`config.mk`:
```
export PLATFORM = sky130hd
export DESIGN_NAME = alu_ctrl_idex
export DESIGN_NICKNAME = d
export VERILOG_FILES = /design/src/rtl/alu_ctrl_idex.sv
export SDC_FILE = /design/constraint.sdc
export NUM_CORES = 1
export LEC_CHECK = 0
export CAP_MARGIN = 10
export CORE_MARGIN = 3
export CORE_UTILIZATION = 41
export CTS_BUF_LIST = sky130_fd_sc_hd__clkbuf_4 sky130_fd_sc_hd__clkbuf_8
export CTS_CLUSTER_DIAMETER = 150
export CTS_CLUSTER_SIZE = 14
export DETAILED_ROUTE_END_ITERATION = 12
export HOLD_SLACK_MARGIN = 0.08
export PLACE_DENSITY = 0.95
export SYNTH_ARGS = -nofsm -noshare
export SYNTH_HDL_FRONTEND = slang
export SYNTH_SLANG_ARGS = --single-unit
```
`constraint.sdc`:
```
create_clock -name clk -period 3.5 [get_ports clk]
set_clock_uncertainty 0.1 [all_clocks]
set_input_delay 0.7 -clock clk [delete_from_list [all_inputs] [get_ports clk]]
set_output_delay 0.7 -clock clk [all_outputs]
set_load 0.1 [all_outputs]
```
`src/rtl/alu_ctrl_idex.sv`:
```
// ID-stage ALU control decode and operand select,
// registered into Execute through the ID/EX pipeline register.
module alu_ctrl_idex #(
  parameter int XLEN = 32,
  parameter int OPW  = 5
) (
  input  logic            clk,
  input  logic            rst,
  input  logic            validD,
  input  logic [31:0]     instrD,
  input  logic [XLEN-1:0] PCD,
  input  logic [XLEN-1:0] RD1D,
  input  logic [XLEN-1:0] RD2D,
  input  logic            stallE,
  input  logic            flushE,
  output logic [OPW-1:0]  alu_opE,
  output logic [XLEN-1:0] SrcAE,
  output logic [XLEN-1:0] SrcBE,
  output logic            validE,
  output logic            illegalE
);

  localparam logic [OPW-1:0] ADD   = 5'd0;
  localparam logic [OPW-1:0] SUB   = 5'd1;
  localparam logic [OPW-1:0] SLL   = 5'd2;
  localparam logic [OPW-1:0] SLT   = 5'd3;
  localparam logic [OPW-1:0] SLTU  = 5'd4;
  localparam logic [OPW-1:0] XOR   = 5'd5;
  localparam logic [OPW-1:0] SRL   = 5'd6;
  localparam logic [OPW-1:0] SRA   = 5'd7;
  localparam logic [OPW-1:0] OR    = 5'd8;
  localparam logic [OPW-1:0] AND   = 5'd9;
  localparam logic [OPW-1:0] PASSB = 5'd10;

  localparam logic [6:0] OPC_OP     = 7'b0110011;
  localparam logic [6:0] OPC_OPIMM  = 7'b0010011;
  localparam logic [6:0] OPC_LUI    = 7'b0110111;
  localparam logic [6:0] OPC_AUIPC  = 7'b0010111;
  localparam logic [6:0] OPC_LOAD   = 7'b0000011;
  localparam logic [6:0] OPC_STORE  = 7'b0100011;
  localparam logic [6:0] OPC_BRANCH = 7'b1100011;
  localparam logic [6:0] OPC_JAL    = 7'b1101111;
  localparam logic [6:0] OPC_JALR   = 7'b1100111;

  localparam logic [6:0] F7_ZERO = 7'b0000000;
  localparam logic [6:0] F7_ALT  = 7'b0100000;

  typedef struct packed {
    logic [OPW-1:0]  op;
    logic [XLEN-1:0] a;
    logic [XLEN-1:0] b;
    logic            valid;
    logic            illegal;
  } id_ex_t;

  logic [6:0]      opc;
  logic [2:0]      f3;
  logic [6:0]      f7;
  logic [XLEN-1:0] imm_i;
  logic [XLEN-1:0] imm_s;
  logic [XLEN-1:0] imm_u;
  logic [OPW-1:0]  f3_op;
  logic [OPW-1:0]  op;
  logic [XLEN-1:0] a;
  logic [XLEN-1:0] b;
  logic            ill;
  id_ex_t          nxt;
  id_ex_t          q;

  assign opc   = instrD[6:0];
  assign f3    = instrD[14:12];
  assign f7    = instrD[31:25];
  assign imm_i = {{20{instrD[31]}}, instrD[31:20]};
  assign imm_s = {{20{instrD[31]}}, instrD[31:25], instrD[11:7]};
  assign imm_u = {instrD[31:12], 12'b0};

  always_comb begin
    f3_op = ADD;
    case (f3)
      3'b000:  f3_op = ADD;
      3'b001:  f3_op = SLL;
      3'b010:  f3_op = SLT;
      3'b011:  f3_op = SLTU;
      3'b100:  f3_op = XOR;
      3'b101:  f3_op = SRL;
      3'b110:  f3_op = OR;
      default: f3_op = AND;
    endcase
  end

  always_comb begin
    op  = ADD;
    a   = '0;
    b   = '0;
    ill = 1'b0;
    case (opc)
      OPC_OP: begin
        a  = RD1D;
        b  = RD2D;
        op = f3_op;
        if (f7 == F7_ALT && f3 == 3'b000) op = SUB;
        else if (f7 == F7_ALT && f3 == 3'b101) op = SRA;
        else if (f7 != F7_ZERO) ill = 1'b1;
      end
      OPC_OPIMM: begin
        a  = RD1D;
        b  = imm_i;
        op = f3_op;
        if (f3 == 3'b001 && f7 != F7_ZERO) ill = 1'b1;
        if (f3 == 3'b101) begin
          if (f7 == F7_ALT) op = SRA;
          else if (f7 != F7_ZERO) ill = 1'b1;
        end
      end
      OPC_LUI: begin
        op = PASSB;
        b  = imm_u;
      end
      OPC_AUIPC: begin
        a = PCD;
        b = imm_u;
      end
      OPC_LOAD: begin
        a = RD1D;
        b = imm_i;
      end
      OPC_STORE: begin
        a = RD1D;
        b = imm_s;
      end
      OPC_BRANCH: begin
        a = RD1D;
        b = RD2D;
        case (f3[2:1])
          2'b00:   op = SUB;
          2'b10:   op = SLT;
          2'b11:   op = SLTU;
          default: ill = 1'b1;
        endcase
      end
      OPC_JAL: begin
        a = PCD;
        b = 32'd4;
      end
      OPC_JALR: begin
        a = PCD;
        b = 32'd4;
        if (f3 != 3'b000) ill = 1'b1;
      end
      default: ill = 1'b1;
    endcase
    // illegal decodes feed a harmless ADD 0+0 into Execute
    if (ill) begin
      op = ADD;
      a  = '0;
      b  = '0;
    end
  end

  always_comb begin
    nxt = '0;
    if (validD) begin
      nxt.op      = op;
      nxt.a       = a;
      nxt.b       = b;
      nxt.valid   = 1'b1;
      nxt.illegal = ill;
    end
  end

  always_ff @(posedge clk) begin
    if (rst)          q <= '0;
    else if (flushE)  q <= '0;
    else if (!stallE) q <= nxt;
  end

  assign alu_opE  = q.op;
  assign SrcAE    = q.a;
  assign SrcBE    = q.b;
  assign validE   = q.valid;
  assign illegalE = q.illegal;

endmodule

```
Yosys cells after proc, flatten, opt, wreduce, memory -nomap -nowiden
Index checks and enable logic that the tools add are counted.
{ "totals": {"word_cells": 62, "out_inout_bits": 71, "inputBits": 133, "regBits": 71} }
{ "classes": {"n_reduce_logical": 16, "eq_ne": 18, "mux": 23} }
{ "op_table": {"columns": ["operator", "count"], "rows": [
  ["$pmux W32 S5", 1],
  ["$mux W71", 1],
  ["$mux W32", 2],
  ["$pmux W32 S2", 1],
  ["$eq A7 B6 Y1 const B", 4],
  ["$pmux W4 S7", 1],
  ["$mux W5", 5],
  ["$eq A7 B7 Y1 const B", 3],
  ["$pmux W5 S4", 1],
  ["$eq A7 B5 Y1 const B", 2],
  ["$reduce_or A2 Y1", 5],
  ["$reduce_or A5 Y1", 2],
  ["$eq A3 B3 Y1 const B", 3],
  ["$mux W1", 9],
  ["$pmux W3 S3", 1],
  ["$eq A7 B2 Y1 const B", 1],
  ["$reduce_bool A7 Y1", 1],
  ["$eq A3 B2 Y1 const B", 2],
  ["$reduce_or A3 Y1", 2],
  ["$pmux W1 S5", 1],
  ["$eq A2 B2 Y1 const B", 2],
  ["$eq A3 B1 Y1 const B", 1],
  ["$logic_and A1 B1 Y1", 3],
  ["$logic_not A3 Y1", 1],
  ["2 further kinds", 2]
]} }

Longest topological paths before layout
Gate-level depths: netlist of the first run.
{ "depth": {"depth_word": 9, "depth_mapped": 8, "depth_no_buf": 5} }

Worst setup path after synthesis of the first run
No wires, ideal clock.
{ "synth_path": {"path_kind": "input to register", "start": "input instrD[6]", "end": "register q (netlist bit SrcBE[31])", "required_ns": 3.279, "cell_stages": 8, "arrival_time_ns": 2.130, "n_path_buf": 3, "setup_time_ns": 0.121, "path_slack_ns": 1.149, "cell_sequence": "buf_6 > nand4b_4 > or3_4 > a311o_1 > nand3_2 > buf_6 > buf_12 > o21ai_2"} }
{ "synth_via": {"elab_chain_len": 5, "elab_cells_between_ends": 18, "cone_classes": "9 x eq/ne; 4 x mux; 5 x reduce/logical"} }
{ "synth_rtl": {"columns": ["item", "line_no", "rtl"], "rows": [
  ["from (decl)", "10", "input logic [31:0] instrD,"],
  ["$eq A7 B7 Y1 (tied with other cells)", "96", "case (opc)"],
  ["$reduce_or A5 Y1 (no source line) or $reduce_or A2 Y1 (tied branches)", null, null],
  ["$pmux W1 S5 or $pmux W32 S5 (tied branches)", "96", null],
  ["$mux W32 (*)", "153", "if (ill) begin"],
  ["$mux W71 (*)", "162", "if (validD) begin"],
  ["to (signal assigned)", "174", "else if (!stallE) q <= nxt;"],
  ["to (decl)", "68", "id_ex_t q;"]
]} }
Mark *: on every way between the ends. The rest lies on a longest branch, timed or not.
A chain may end at the register's enable or synchronous reset.

Final worst setup path of the first run
{ "layout_path": {"start": "input instrD[4]", "end": "register q (netlist bit SrcAE[4])"} }
{ "layout_via": {"elab_chain_len": 5, "elab_cells_between_ends": 16, "cone_classes": "9 x eq/ne; 4 x mux; 3 x reduce/logical"} }
{ "layout_rtl": {"columns": ["item", "line_no"], "rows": [
  ["$eq A7 B7 Y1 (tied with other cells)", "96"],
  ["$reduce_or A5 Y1 (no source line) or $reduce_or A3 Y1 (tied branches)", null],
  ["$pmux W1 S5 or $pmux W32 S2 (tied branches)", "96"],
  ["$mux W32 (*)", "153"],
  ["$mux W71 (*)", "162"]
]} }
Marked as above.

==> flow_summary.yaml, run 1 <==
run_status:
  status: "complete, no violations"
synth:
  synth_edf_count: 0
  ys_ff_latch: 70
  synth_nets: 511
  async_flop_share: 0
  ys_warn_count: 0
  synth_top_area_frac: 0.430
  synth.avg_cell_area_um2: 8.63
  synth-main-ff-cell: "dfxtp_1"
  synth_seq_area_share: 0.430
  synthCells: 378
  ys_top_cells_by_area: "dfxtp_1 43%, a22oi_1 9.7%, nand2_1 8.4%"
  yosysTopAreaCell: "dfxtp_1"
  ys_types: 44
  syn_area_mm2: 0.00326
detailed_routing:
  dr.pass1.iters: 6
  vias: 3762
  wl_per_cell_um: 17.6
  routed_wl_um: 11800
  drc: 0
  drtAntennaViolNets: 0
  drt_iter0_markers: 265
  vias_per_cell: 5.60
layout:
  postLayoutCellArea_mm2: 0.00547
  n_antenna_cell: 0
  fin_nets: 701
  syn_to_final_growth_pct: 67.6
  nFillCells: 537
  layoutNonFillerInstCount: 672
  finish.utilization: 0.730
  layout-drive-gt1-share: 0.171
clocking:
  cts_sinks: 70
  cts_resized: 0
  post-cts-setup-buffers: 0
  postCtsHoldBufs: 0
  clkTransAtPathRegs_ns: 0.07
  cts_tree: "yes"
  cts_buffers: 9
  worst_skew_pair.late_latency_ns: 0.34
  htree_levels: 3
  cts-root-buf: "clkbuf_8"
  cts_buffer_depth: 2
power_and_ir_drop:
  total_leakage_power_uw: 0.00195
  p_per_area_mw_per_mm2: 323
  ir_drop_mv: 0.164
sta:
  post-route-period-util: 0.804
  worst_pin_slew_ns: 0.988
  fmax_mhz: 355
  setup-violations-final: 0
  slew_headroom: 0.339
  rsz0062_at_grt: "no"
  min_period_ns: 2.81
  whs_ns: 0.358
  slew_violations: 0
  hold_violations: 0
critical_path:
  worstReg2RegStart: "alu_opE[0]"
  cp-start-kind: "input pin"
  r2r_slack_ns: 2.52
  reg2reg_depth: 4
  critPathMaxStageDelay_ns: 0.59
  crit_arrival_ns: 2.92
  slowest_stage: "clkdlybuf4s50_1"
  crit_type: "input pin to flop"
  startpoint: "instrD[4]"
  cp_max_fo: 59
  crit_end: "SrcAE[4]"
  cp.required_ns: 3.61
  r2r_end: "alu_opE[0]"
  path_cells: "clkdlybuf4s50_1 -> nand4b_4 -> or3_4 -> a311o_1 -> nand3_2 -> buf_12 -> o21ai_0"
  end_kind: "flop"
floorplanning:
  die_h_um: 95.2
  rows: 31
  start_util: 0.436
  die_width_um: 95.2
  io_pins: 204
  core_mm2: 0.00749
  die-area_mm2: 0.00906
place:
  placedCellCount: 655
  dpl_cell_area_mm2: 0.00523
  dpl.hpwl_um: 8970
  gp_congestion: 0.786
  io_buffers: 202
global_route:
  antenna_found_initial: 0
  grt_pass1_wl_um: 17800
  grt_use_total: 0.250
  overflow: 0
  grt_max_degree: 70
  grt_pass1_vias: 3748
hold_path:
  hold_path_class: "flop to flop"
  whs_path_depth: 2
flow_run:
  drv_cap: 0
-- state kept, by name (all words and copies together), names as in the netlist --
register	flops
validE	1
illegalE	1
alu_opE	4
SrcBE	32
SrcAE	32
-- kinds of logic (layout without fill, tap and decap cells) --
logic type | count (synthesis) | count (layout) | synth area share
and+or+nand+nor | 108 | 108 | 0.158
buffers and inverters | 41 | 236 | 0.0714
other | 1 | 1 | 0.00115
muxes | 2 | 2 | 0.00614
AOI/OAI and AO/OA | 153 | 153 | 0.326
xor gates and xnor gates | 3 | 3 | 0.00806
DFF | 70 | 70 | 0.430
-- routing by layer --
metal,global-route usage,vias up,part of all wire
met3,0.0608,33,0.083
li1,-,1767,-
met2,0.455,231,0.52
met4,0.0877,0,0.025
met5,0,-,0
met1,0.283,1731,0.38
-- power breakdown --
group	internal, µW	switching, µW	total, µW
sequential	796	0.468	797
clock	403	320	724
combinational	156	90.7	246
-- through the flow --
| step | worst slack, ns | TNS [ns] | total power, µW |
|---|---|---|---|
| finish | 0.686 | 0 | 1770 |
| global route | 0.596 | 0 | 1820 |
| CTS | 0.357 | 0 | 1780 |
| detailed placement | -0.0233 | -0.0233 | 1060 |
| global placement | 0.149 | 0 | 1050 |
| floorplan | 1.15 | 0 | 882 |
-- how the worst min path moves through the flow --
| stage | startpoint | endpoint | slack [ns] |
|---|---|---|---|
| after global placement | SrcAE[14] | SrcAE[14] | 0.33 |
| after detailed placement | SrcAE[8] | SrcAE[8] | 0.34 |
| after floorplan | rst | validE | 0.68 |
| after CTS | SrcBE[6] | SrcBE[6] | 0.36 |
| after global routing | SrcAE[3] | SrcAE[3] | 0.37 |
| final | SrcBE[6] | SrcBE[6] | 0.36 |
-- cell usage after synthesis (3+ instances only) --
library cell   n
nand2_1       73
dfxtp_1       70
o21ai_0       53
a22oi_1       42
a221oi_1      21
o21ai_2       20
clkbuf_1      18
nor2_1         7
buf_2          6
inv_1          6
buf_6          4
clkbuf_2       4
nand3_1        4
nor2b_1        4
nor3_1         4
a21oi_1        3
-- worst max-delay path, delay by kind of cell --
| kind | cells | cell delay (ns) |
|---|---|---|
| AND/OR/NAND/NOR | 3 | 0.76 |
| buffers and inverters | 2 | 0.89 |
| AO/OA/AOI/OAI | 2 | 0.53 |
-- cell type report --
| class | instances | area [µm²] | share of cell area |
|---|---|---|---|
| multi-input combinational | 267 | 1640 | 0.300 |
| tap | 99 | 124 | 0.0227 |
| clock buffer | 9 | 124 | 0.0227 |
| inverter | 6 | 22.5 | 0.00412 |
| clock inverter | 7 | 97.6 | 0.0179 |
| sequential | 70 | 1400 | 0.256 |
| timing repair buffer | 214 | 2060 | 0.376 |
-- placed cells by master, fill, tap and decap left out, drive strengths merged, types with 2 or more instances in the layout --
cell type      count
xor2               2
o21ai             75
clkinv             2
nor3b              2
nor4               2
a31oi              2
bufinv             2
nor2               7
inv                7
dfxtp             70
nor2b              4
clkdlybuf4s50    162
a32oi              2
nand2b             2
nand2             73
and3               2
clkbuf             9
buf               52
a211oi             2
a21oi              4
clkinvlp           2
nand3              5
a22oi             42
nor3               4
mux2i              2
a221oi            21
Power figures use the tool's default switching activity.
==> inputs of run 2 (changes only) <==
- CORE_UTILIZATION: 41 -> 34
- PLACE_DENSITY: 0.95 -> 0.89
- clock period: 3.5 -> 2.4 ns (I/O delays scaled with it)
==> run 2 against run 1 <==
Effect of this change: hold slack about the same; register-to-register slack lost 1.1 ns; first-iteration DRC count decreased by 48%; flip-flop and latch count unchanged; sequential power up 46%; worst setup slack got worse by 0.56 ns; largest cell class unchanged; highest routed layer unchanged.
==> flow_summary.yaml, run 2 (synthesis gave the netlist of run 1 again) <==
detailed_routing:
  wl_per_cell_um: 16.4
  drt_iter0_markers: 138
  routed_wl_um: 12000
  vias_per_cell: 5.17
  drtAntennaViolNets: 0
  dr.pass1.iters: 5
  vias: 3774
  drc: 0
flow_run:
  drv_cap: 0
floorplanning:
  io_pins: 204
  die-area_mm2: 0.0108
  die_h_um: 104
  start_util: 0.351
  rows: 35
  die_width_um: 104
  core_mm2: 0.00928
place:
  gp_congestion: 0.844
  dpl.hpwl_um: 9610
  io_buffers: 202
clocking:
  cts_buffers: 9
  post-cts-setup-buffers: 0
  cts_tree: "yes"
  postCtsHoldBufs: 0
  worst_skew_pair.late_latency_ns: 0.34
  clkTransAtPathRegs_ns: 0.08
  cts-root-buf: "clkbuf_8"
  cts_sinks: 70
  cts_buffer_depth: 2
  htree_levels: 3
  cts_resized: 0
sta:
  slew_violations: 0
  setup-violations-final: 0
  hold_violations: 0
  min_period_ns: 2.28
  fmax_mhz: 439
  setup_tns_ns: 0
  post-route-period-util: 0.948
  rsz0062_at_grt: "no"
  whs_ns: 0.358
critical_path:
  crit_type: "input pin to flop"
  end_kind: "flop"
  cp-start-kind: "input pin"
  path_cells: "clkdlybuf4s50_1 -> nand4b_4 -> or3_4 -> a311o_1 -> nand3_2 -> buf_12 -> o21ai_0"
  slowest_stage: "clkdlybuf4s50_1"
  cp.required_ns: 2.52
  cp_max_fo: 33
  crit_arrival_ns: 2.39
  critPathMaxStageDelay_ns: 0.55
layout:
  final_common_cell: "clkdlybuf4s50_1"
  syn_to_final_growth_pct: 74.7
  nFillCells: 797
  final_cell_mix: "132 x clkdlybuf4s50_1, 102 x buf_4, 73 x nand2_1"
  layout-drive-gt1-share: 0.261
  n_antenna_cell: 0
  finish.utilization: 0.614
  fin_nets: 729
global_route:
  grt_max_degree: 36
  antenna_found_initial: 0
  overflow: 0
  grt_use_total: 0.213
  grt_pass1_wl_um: 18600
  grt_pass1_vias: 3900
power_and_ir_drop:
  ir_drop_mv: 0.251
  total_leakage_power_uw: 0.00216
  p_per_area_mw_per_mm2: 458
hold_path:
  hold_path_class: "flop to flop"
run_status:
  status: "complete, no violations"
==> run 2: path summary, 6_finish.rpt <==
kind / startpoint / endpoint / slack [ns] / cells after the start
worst min-delay path: SrcAE[7] / SrcAE[7] / 0.36 / 2
worst min register to register: SrcAE[7] / SrcAE[7] / 0.36 / 2
worst max register to register: alu_opE[0] / alu_opE[0] / 1.42 / 4
worst max-delay path: instrD[4] / SrcBE[22] / 0.12 / 7
==> run 2: area by class of cell <==
cell class / instances / area, µm² / share of cell area
Clock buffer: 10 / 138 / 0.0242
Clock inverter: 6 / 85.1 / 0.0149
Inverter: 6 / 22.5 / 0.00395
Multi-Input combinational cell: 267 / 1640 / 0.288
Sequential cell: 70 / 1400 / 0.246
Tap cell: 129 / 161 / 0.0283
Timing Repair Buffer: 242 / 2250 / 0.394
==> run 2: per-stage QoR <==
stage	power, µW	std cells	area [µm²]	setup WS, ns
after floorplan	1290	378	3260	0.269
after global placement	1570	714	5470	-0.170
after detailed placement	1570	714	5470	-0.288
after CTS	2620	730	5690	0.0678
after global routing	2700	730	5700	0.0511
final	2610	730	5700	0.124
==> run 2: critical path: cells and delay by family <==
kind,cells,cell delay [ns]
AO/OA/AOI/OAI,2,0.49
buffers and inverters,2,0.76
AND/OR/NAND/NOR,3,0.64
==> run 2: per-layer routing <==
layer	track usage	part of all wire
met1	0.221	0.36
met5	0	0
met2	0.385	0.53
met4	0.0959	0.035
met3	0.0739	0.076
==> run 2: power breakdown <==
part / switching, µW / internal (µW) / leakage, µW / total (µW)
registers: 0.723 / 1160 / 0.000564 / 1160
clock network: 448 / 610 / 0.000108 / 1060
logic: 139 / 250 / 0.00149 / 389
